[src/rtl/alu_pkg.sv]
// Shared definitions for the ALU issue path: opcodes, funct fields, ALU codes
// and the combinational RV32I OP/OP-IMM decoder.
package alu_pkg;

  localparam int unsigned XLEN           = 32;
  localparam int unsigned ALUCTRL_WIDTH  = 4;
  localparam int unsigned REG_ADDR_WIDTH = 5;

  localparam logic [6:0] OPCODE_OP     = 7'b0110011;
  localparam logic [6:0] OPCODE_OP_IMM = 7'b0010011;

  localparam logic [2:0] F3_ADD_SUB = 3'b000;
  localparam logic [2:0] F3_SLL     = 3'b001;
  localparam logic [2:0] F3_SLT     = 3'b010;
  localparam logic [2:0] F3_SLTU    = 3'b011;
  localparam logic [2:0] F3_XOR     = 3'b100;
  localparam logic [2:0] F3_SRL_SRA = 3'b101;
  localparam logic [2:0] F3_OR      = 3'b110;
  localparam logic [2:0] F3_AND     = 3'b111;

  localparam logic [6:0] F7_BASE = 7'b0000000;
  localparam logic [6:0] F7_ALT  = 7'b0100000;

  localparam logic [ALUCTRL_WIDTH-1:0] ALU_ADD  = 4'b0000;
  localparam logic [ALUCTRL_WIDTH-1:0] ALU_SUB  = 4'b1000;
  localparam logic [ALUCTRL_WIDTH-1:0] ALU_SLL  = 4'b0001;
  localparam logic [ALUCTRL_WIDTH-1:0] ALU_SLT  = 4'b0010;
  localparam logic [ALUCTRL_WIDTH-1:0] ALU_SLTU = 4'b0011;
  localparam logic [ALUCTRL_WIDTH-1:0] ALU_XOR  = 4'b0100;
  localparam logic [ALUCTRL_WIDTH-1:0] ALU_SRL  = 4'b0101;
  localparam logic [ALUCTRL_WIDTH-1:0] ALU_SRA  = 4'b1101;
  localparam logic [ALUCTRL_WIDTH-1:0] ALU_OR   = 4'b0110;
  localparam logic [ALUCTRL_WIDTH-1:0] ALU_AND  = 4'b0111;

  // Beat carried from issue to the ALU; field order gives {illegal, rd, aluctrl, b, a}.
  typedef struct packed {
    logic                      illegal;
    logic [REG_ADDR_WIDTH-1:0] rd;
    logic [ALUCTRL_WIDTH-1:0]  aluctrl;
    logic [XLEN-1:0]           b;
    logic [XLEN-1:0]           a;
  } issue_payload_t;

  function automatic logic [ALUCTRL_WIDTH-1:0] alu_code(input logic [2:0] funct3,
                                                        input logic       alt);
    logic [ALUCTRL_WIDTH-1:0] code;
    case (funct3)
      F3_ADD_SUB: code = alt ? ALU_SUB : ALU_ADD;
      F3_SLL:     code = ALU_SLL;
      F3_SLT:     code = ALU_SLT;
      F3_SLTU:    code = ALU_SLTU;
      F3_XOR:     code = ALU_XOR;
      F3_SRL_SRA: code = alt ? ALU_SRA : ALU_SRL;
      F3_OR:      code = ALU_OR;
      F3_AND:     code = ALU_AND;
      default:    code = ALU_ADD;
    endcase
    return code;
  endfunction

  // Illegal beats keep operand A but zero everything else so the ALU sees a harmless ADD.
  function automatic issue_payload_t decode_inst(input logic [31:0]     inst,
                                                 input logic [XLEN-1:0] rs1_data,
                                                 input logic [XLEN-1:0] rs2_data);
    issue_payload_t           p;
    logic [6:0]               opcode;
    logic [2:0]               funct3;
    logic [6:0]               funct7;
    logic                     legal;
    logic [ALUCTRL_WIDTH-1:0] ctrl;
    logic [XLEN-1:0]          b;

    opcode = inst[6:0];
    funct3 = inst[14:12];
    funct7 = inst[31:25];
    legal  = 1'b0;
    ctrl   = ALU_ADD;
    b      = '0;

    case (opcode)
      OPCODE_OP: begin
        b    = rs2_data;
        ctrl = alu_code(funct3, funct7[5]);
        if (funct7 == F7_BASE) begin
          legal = 1'b1;
        end else if (funct7 == F7_ALT) begin
          legal = (funct3 == F3_ADD_SUB) || (funct3 == F3_SRL_SRA);
        end
      end
      OPCODE_OP_IMM: begin
        case (funct3)
          F3_SLL: begin
            b     = XLEN'(inst[24:20]);
            ctrl  = ALU_SLL;
            legal = (funct7 == F7_BASE);
          end
          F3_SRL_SRA: begin
            b     = XLEN'(inst[24:20]);
            ctrl  = alu_code(funct3, funct7[5]);
            legal = (funct7 == F7_BASE) || (funct7 == F7_ALT);
          end
          default: begin
            b     = XLEN'($signed(inst[31:20]));
            ctrl  = alu_code(funct3, 1'b0);
            legal = 1'b1;
          end
        endcase
      end
      default: legal = 1'b0;
    endcase

    p.a = rs1_data;
    if (legal) begin
      p.illegal = 1'b0;
      p.rd      = inst[11:7];
      p.aluctrl = ctrl;
      p.b       = b;
    end else begin
      p.illegal = 1'b1;
      p.rd      = '0;
      p.aluctrl = ALU_ADD;
      p.b       = '0;
    end
    return p;
  endfunction

endpackage

[src/rtl/skid_buffer.sv]
// Two-entry valid/ready register stage: full throughput with a registered
// in_ready_o, so downstream ready never reaches upstream combinationally.
module skid_buffer #(
  parameter int unsigned WIDTH = 8
) (
  input  logic             clk,
  input  logic             rst_n,
  input  logic             flush_i,
  input  logic [WIDTH-1:0] in_data_i,
  input  logic             in_valid_i,
  output logic             in_ready_o,
  output logic [WIDTH-1:0] out_data_o,
  output logic             out_valid_o,
  input  logic             out_ready_i
);

  logic             main_valid_q, main_valid_d;
  logic             skid_valid_q, skid_valid_d;
  logic             in_ready_q, in_ready_d;
  logic [WIDTH-1:0] main_data_q, main_data_d;
  logic [WIDTH-1:0] skid_data_q, skid_data_d;
  logic             accept_c;
  logic             drain_c;

  // Main refills from skid first so beats stay in order; skid only fills when main is stuck.
  always_comb begin
    main_valid_d = main_valid_q;
    skid_valid_d = skid_valid_q;
    main_data_d  = main_data_q;
    skid_data_d  = skid_data_q;
    accept_c     = in_valid_i && in_ready_q;
    drain_c      = main_valid_q && out_ready_i;

    if (flush_i) begin
      main_valid_d = 1'b0;
      skid_valid_d = 1'b0;
    end else if (!main_valid_q || drain_c) begin
      if (skid_valid_q) begin
        main_valid_d = 1'b1;
        main_data_d  = skid_data_q;
        skid_valid_d = 1'b0;
      end else if (accept_c) begin
        main_valid_d = 1'b1;
        main_data_d  = in_data_i;
      end else begin
        main_valid_d = 1'b0;
      end
    end else if (accept_c) begin
      skid_valid_d = 1'b1;
      skid_data_d  = in_data_i;
    end

    in_ready_d = !skid_valid_d;
  end

  always_ff @(posedge clk or negedge rst_n) begin
    if (!rst_n) begin
      main_valid_q <= 1'b0;
      skid_valid_q <= 1'b0;
      in_ready_q   <= 1'b1;
      main_data_q  <= '0;
      skid_data_q  <= '0;
    end else begin
      main_valid_q <= main_valid_d;
      skid_valid_q <= skid_valid_d;
      in_ready_q   <= in_ready_d;
      main_data_q  <= main_data_d;
      skid_data_q  <= skid_data_d;
    end
  end

  assign in_ready_o  = in_ready_q;
  assign out_valid_o = main_valid_q;
  assign out_data_o  = main_data_q;

endmodule

[src/rtl/alu_issue.sv]
// ALU issue stage: decodes RV32I OP/OP-IMM beats into ALU operands and control,
// registered behind a skid buffer.
module alu_issue #(
  parameter int unsigned XLEN          = 32,
  parameter int unsigned ALUCTRL_WIDTH = 4
) (
  input  logic                     clk,
  input  logic                     rst_n,
  input  logic [31:0]              inst_i,
  input  logic [XLEN-1:0]          rs1_data_i,
  input  logic [XLEN-1:0]          rs2_data_i,
  input  logic                     in_valid_i,
  output logic                     in_ready_o,
  input  logic                     flush_i,
  output logic [XLEN-1:0]          alu_a_o,
  output logic [XLEN-1:0]          alu_b_o,
  output logic [ALUCTRL_WIDTH-1:0] aluctrl_o,
  output logic [4:0]               rd_o,
  output logic                     illegal_o,
  output logic                     out_valid_o,
  input  logic                     out_ready_i
);

  import alu_pkg::*;

  localparam int unsigned PAYLOAD_WIDTH = $bits(issue_payload_t);

  issue_payload_t in_payload_c;
  issue_payload_t out_payload;

  always_comb begin
    in_payload_c = decode_inst(inst_i, rs1_data_i, rs2_data_i);
  end

  skid_buffer #(
    .WIDTH(PAYLOAD_WIDTH)
  ) u_skid (
    .clk        (clk),
    .rst_n      (rst_n),
    .flush_i    (flush_i),
    .in_data_i  (in_payload_c),
    .in_valid_i (in_valid_i),
    .in_ready_o (in_ready_o),
    .out_data_o (out_payload),
    .out_valid_o(out_valid_o),
    .out_ready_i(out_ready_i)
  );

  assign alu_a_o   = out_payload.a;
  assign alu_b_o   = out_payload.b;
  assign aluctrl_o = out_payload.aluctrl;
  assign rd_o      = out_payload.rd;
  assign illegal_o = out_payload.illegal;

endmodule

[config.mk]
export PLATFORM = sky130hd
export DESIGN_NAME = alu_issue
export DESIGN_NICKNAME = d
export VERILOG_FILES = /design/src/rtl/alu_pkg.sv /design/src/rtl/skid_buffer.sv /design/src/rtl/alu_issue.sv
export SDC_FILE = /design/constraint.sdc
export NUM_CORES = 1
export LEC_CHECK = 0
export ABC_AREA = 0
export CELL_PAD_IN_SITES_DETAIL_PLACEMENT = 1
export CELL_PAD_IN_SITES_GLOBAL_PLACEMENT = 1
export CORE_ASPECT_RATIO = 2
export CORE_MARGIN = 3
export CORE_UTILIZATION = 37
export DETAILED_ROUTE_END_ITERATION = 12
export PLACE_DENSITY_LB_ADDON = 0.08
export SLEW_MARGIN = 40
export SYNTH_ARGS = -nofsm -noshare
export SYNTH_HDL_FRONTEND = slang
export SYNTH_HIERARCHICAL = 1
export SYNTH_SLANG_ARGS = --single-unit
[constraint.sdc]
create_clock -name clk -period 1.5 [get_ports clk]
set_input_delay 0.225 -clock clk [delete_from_list [all_inputs] [get_ports clk]]
set_output_delay 0.225 -clock clk [all_outputs]
set_load 0.005 [all_outputs]
Word level (Yosys, flattened, before mapping)
Memories as Yosys holds them, arrays and structs flattened.
Cells that the tools add are included.
{"block": "totals", "regBits": 151, "romBits": 24, "input_bits": 101, "output_inout_bits": 76, "wordCells": 53, "n_memories": 1}
{"memory": "(name not given)", "words": 8, "word_bits": 3, "rd": 1, "rd_ports_with_merged_regs": 0, "wr": 0, "line_no": "alu_pkg.sv:47", "source": "case (funct3)"}
{"block": "op_classes", "n_eq_ne": 10, "n_mux": 21, "n_bitwise": 2, "reduce_logical": 14}
{"operator": "$mux 74", "n": 2}
{"operator": "$pmux 32 s2", "n": 1}
{"operator": "$mux 42", "n": 1}
{"operator": "$mux 32", "n": 1}
{"operator": "$pmux 4 s8", "n": 1}
{"operator": "$pmux 4 s2", "n": 2}
{"operator": "$eq 7x6->1 const B", "n": 2}
{"operator": "$eq 3x3->1 const B", "n": 4}
{"operator": "$mux 1", "n": 9}
{"operator": "$mux 4", "n": 2}
{"operator": "$eq 7x5->1 const B", "n": 1}
{"operator": "$logic_not 7->1", "n": 1}
{"operator": "$eq 3x2->1 const B", "n": 2}
{"operator": "$reduce_and 3->1", "n": 2}
{"operator": "$pmux 1 s2", "n": 2}
{"operator": "$reduce_bool 2->1", "n": 2}
{"operator": "$eq 3x1->1 const B", "n": 1}
{"operator": "$logic_not 3->1", "n": 1}
{"operator": "$logic_or 1x1->1", "n": 3}
{"operator": "$logic_and 1x1->1", "n": 2}
{"operator": "$logic_not 1->1", "n": 2}
{"operator": "$not 1->1", "n": 2}
{"operator": "$reduce_or 2->1", "n": 1}

Longest topological paths before layout
{"block": "logic_depth", "word_depth": 8, "ltp_mapped": 8, "mapped_depth_nobuf": 6}

By module
Netlist, hierarchy kept.
{"module": "skid_buffer", "n_inst": 1, "cells_each": 407, "area_each_um2": 6809.0}
{"module": "alu_issue", "n_inst": 1, "cells_each": 109, "area_each_um2": 778.2}

Worst setup path before layout
Ideal clock, no wire load.
{"block": "synth_path", "path_type": "in2reg", "start": "in inst_i[5]", "end": "reg u_skid.main_data_q[73], in the netlist u_skid/out_data_o[73]", "setup_ns": 0.125, "arrival_time_ns": 1.733, "setup_slack_ns": -0.358, "path_stages": 6, "n_path_buf": 1, "path_cell_list": "buf_2 -> a21oi_2 -> a21oi_1 -> or3_2 -> mux2_2 -> mux2_2"}
{"element": "start, declared", "line_no": "alu_issue.sv:9", "source": "input logic [31:0] inst_i,"}
{"element": "end signal, assigned", "line_no": "skid_buffer.sv:67", "source": "main_data_q <= main_data_d;"}
{"element": "end, declared", "line_no": "skid_buffer.sv:20", "source": "logic [WIDTH-1:0] main_data_q, main_data_d;"}

==> metrics.cfg <==
[outcome]
status=finished, violations left
violations=negative setup slack

[grt]
grt_max_degree=48
grt_util_met3=0.05029
antenna_found_initial=2
grt-busiest-layer=met2
track_usage=0.2153
grt_pass1_wl_um=36600
use_met2=0.4032
grt_pass1_vias=6421
overflow=0
use_met1=0.2246

[sta]
fin_tns_setup_ps=-24080
final_hold_viol_count=0
timing.fmax_ghz=0.5803
slew_headroom=0.7695
setup_viol=149
fin_crit_sh=1.149
drv_slew=0
worstMarginPinSlew_ps=336.2
rsz0062_at_grt=true
clock_skew_ps=6.349
timing.final.ws_setup_ps=-223.3
post-route-min-period_ps=1723

[place]
hpwl_um=15600
place_ws_ps=-1061
placedCellCount=978
portBuffers=171
place_congestion=0.7554

[clock_network]
clock_sinks=151
clk_pin_slew_worst_paths_ps=60
cts_buffers=17
cts_tree=yes
cts_root_buf=clkbuf_16
clockBufferDepth=2
htreeDepth=4
clk_latency_ps=430

[synthesis]
ys_warn_count=6
ys_ff_latch=151
postSynth.asyncResetShare=1.000
synth_edf_count=0
syn_avg_cell_area_um2=14.70
yosysTopAreaCell=dfrtp_1
syn-num-nets=617
synth_most_common_cell=dfrtp_1
synthTopCellsByArea=dfrtp_1 (49%), mux2_2 (22%), mux2_4 (12%), nor3_2 (2.6%), mux2_1 (2.4%)
synth_common_cells=dfrtp_1 (150), mux2_2 (146), mux2_4 (60)
syn_inst=516
yosysSeqAreaShare=0.4982
yosys.area.top_type_share=0.4947
ys_types=38
synth-main-ff-cell=dfrtp_1
synth_area_mm2=0.007587

[power_and_ir_drop]
p_per_area_mw_per_mm2=947.5
leakage_nw=5.475
peakVddDrop_mv=0.6869

[worst_setup_path]
cp.depth=9
crit_type=in2reg
end_kind=register
worst-path-buf-inv=4
crit_fanout=9
crit_top_cell=buf_4
cp.required_ps=1870
crit_family=buffers and inverters
slowest_delay_ps=340
critical_path_arrival_ps=2090
crit_slowest_cell=nor4b_2
reg2regPathDepth=5
cp_cell_sequence=dlygate4sd2_1 -> nor4_4 -> buf_4 -> a21oi_4 -> buf_12 -> buf_4 -> nor4b_2 -> mux2_2 -> mux2_4
r2r_setup_slack_ps=-210
cp-start-kind=input port

[route]
drt_iter0_markers=154
routed-via-count=5329
antenna_left=0
firstDrtPassIters=4
drc=0
via_per_inst=5.061
wirelength_um=24020
avgRoutedWirePerCell_um=22.81

[floorplan]
io_pins=177
num_rows=73
start_util=0.3793
die_h_um=208.5
die_area_mm2=0.02236
core_area_mm2=0.02000
die_w_um=107.3

[cells_and_area]
n_fill_cell=1941
area_growth_syn_to_layout_pct=54.82
final_nets=879
layoutNonFillerInstCount=1053
layout-drive-gt1-share=0.5323

[worst_hold_path]
min_path_type=in2async

[job]
max-cap-violations=0

metal layers:
metal	up-vias	share of wire
met5	-	0
met4	0	0.022
met3	29	0.039
met2	140	0.57
met1	2754	0.37
li1	2406	-
cell families after synthesis:
kind of cell	count (synthesis)	synth area share
mux	227	0.3658
flops	151	0.4982
simple gates	60	0.06135
buf+inv	42	0.04650
compound gates	36	0.02820
flip-flops by register name (all words and copies together) (netlist names):
register / cells
u_skid/out_data_o: 74
u_skid/skid_data_q: 74
u_skid/in_ready_o: 1
u_skid/out_valid_o: 1
u_skid/skid_valid_q: 1
where the power goes:
group	internal (W)	switching (W)	leakage, nW
Combinational	0.00141	0.000784	3.23
Sequential	0.00453	0.000250	1.97
Clock	0.00250	0.00166	0.277
Total	0.00843	0.00270	5.47
stage by stage:
step                hold WS, ps  utilization  area (um2)  power, W
floorplan                -70.59            -        7870  0.005748
global placement          139.8       0.5140       10280  0.006740
detailed placement        137.7       0.5140       10280  0.006844
CTS                       245.1       0.5733       11470   0.01119
global route              261.3       0.5872       11750   0.01165
finish                    256.5       0.5872       11750   0.01113
timing repair:
item / 4_1_cts / 5_1_grt
hold buffers: 1 / 0
pin swaps: 6 / 1
buffers inserted: 31 / 2
gates cloned: 6 / 4
gates resized for setup: 157 / 46
hold endpoints to repair: 26 / 0
setup endpoints to repair: 224 / 149
path summary, 6_finish.rpt:
kind / from / to
worst max-delay path: inst_i[25] / u_skid/out_data_o[68]$_DFFE_PN0P_
worst min-delay path: rst_n / u_skid/skid_data_q[37]$_DFFE_PN0P_
worst max register to register: u_skid/out_valid_o$_DFFE_PN0P_ / u_skid/skid_data_q[42]$_DFFE_PN0P_
worst min register to register: u_skid/out_data_o[70]$_DFFE_PN0P_ / u_skid/out_data_o[70]$_DFFE_PN0P_
max in group asynchronous: rst_n / u_skid/in_ready_o$_DFF_PN1_
min in group clk: inst_i[29] / u_skid/skid_data_q[41]$_DFFE_PN0P_
cell type report:
class,count,area [um2],share of cell area
Clock buffer,20,456.7,0.03888
Multi-Input combinational cell,324,4098,0.3488
Sequential cell,151,3784,0.3221
Antenna cell,2,5.005,0.0004261
Tap cell,262,327.8,0.02791
Timing Repair Buffer,281,2959,0.2519
Clock inverter,10,105.1,0.008948
Inverter,3,11.26,0.0009587
worst reg2reg max path, stage by stage (launching register included):
cell,delay (ps)
dfrtp_1,350
or3b_4,410
nor2_4,150
buf_8,170
clkbuf_16,190
mux2_4,310
placed cells by master, fill, tap and decap left out, types with 2 or more instances in the layout:
cell,count
buf_8,3
a21oi_1,18
nor4_4,4
nand2_1,4
buf_6,11
mux2_1,3
buf_12,23
dfrtp_1,149
nor4b_4,2
diode_2,2
a22oi_1,6
nor3_4,10
nor4_2,2
nor2b_4,2
clkbuf_8,2
buf_4,64
mux2i_1,5
inv_1,3
clkdlybuf4s50_1,80
mux2_2,79
nor3_2,15
nor3_1,3
buf_16,4
dlygate4sd2_1,85
mux2_4,140
clkinv_2,6
a21oi_2,3
dlymetal6s2s_1,2
bufinv_16,2
clkinvlp_4,2
nor4b_2,4
a21oi_4,5
clkbuf_16,21
Note: power is estimated with default switching activity, not from simulation.
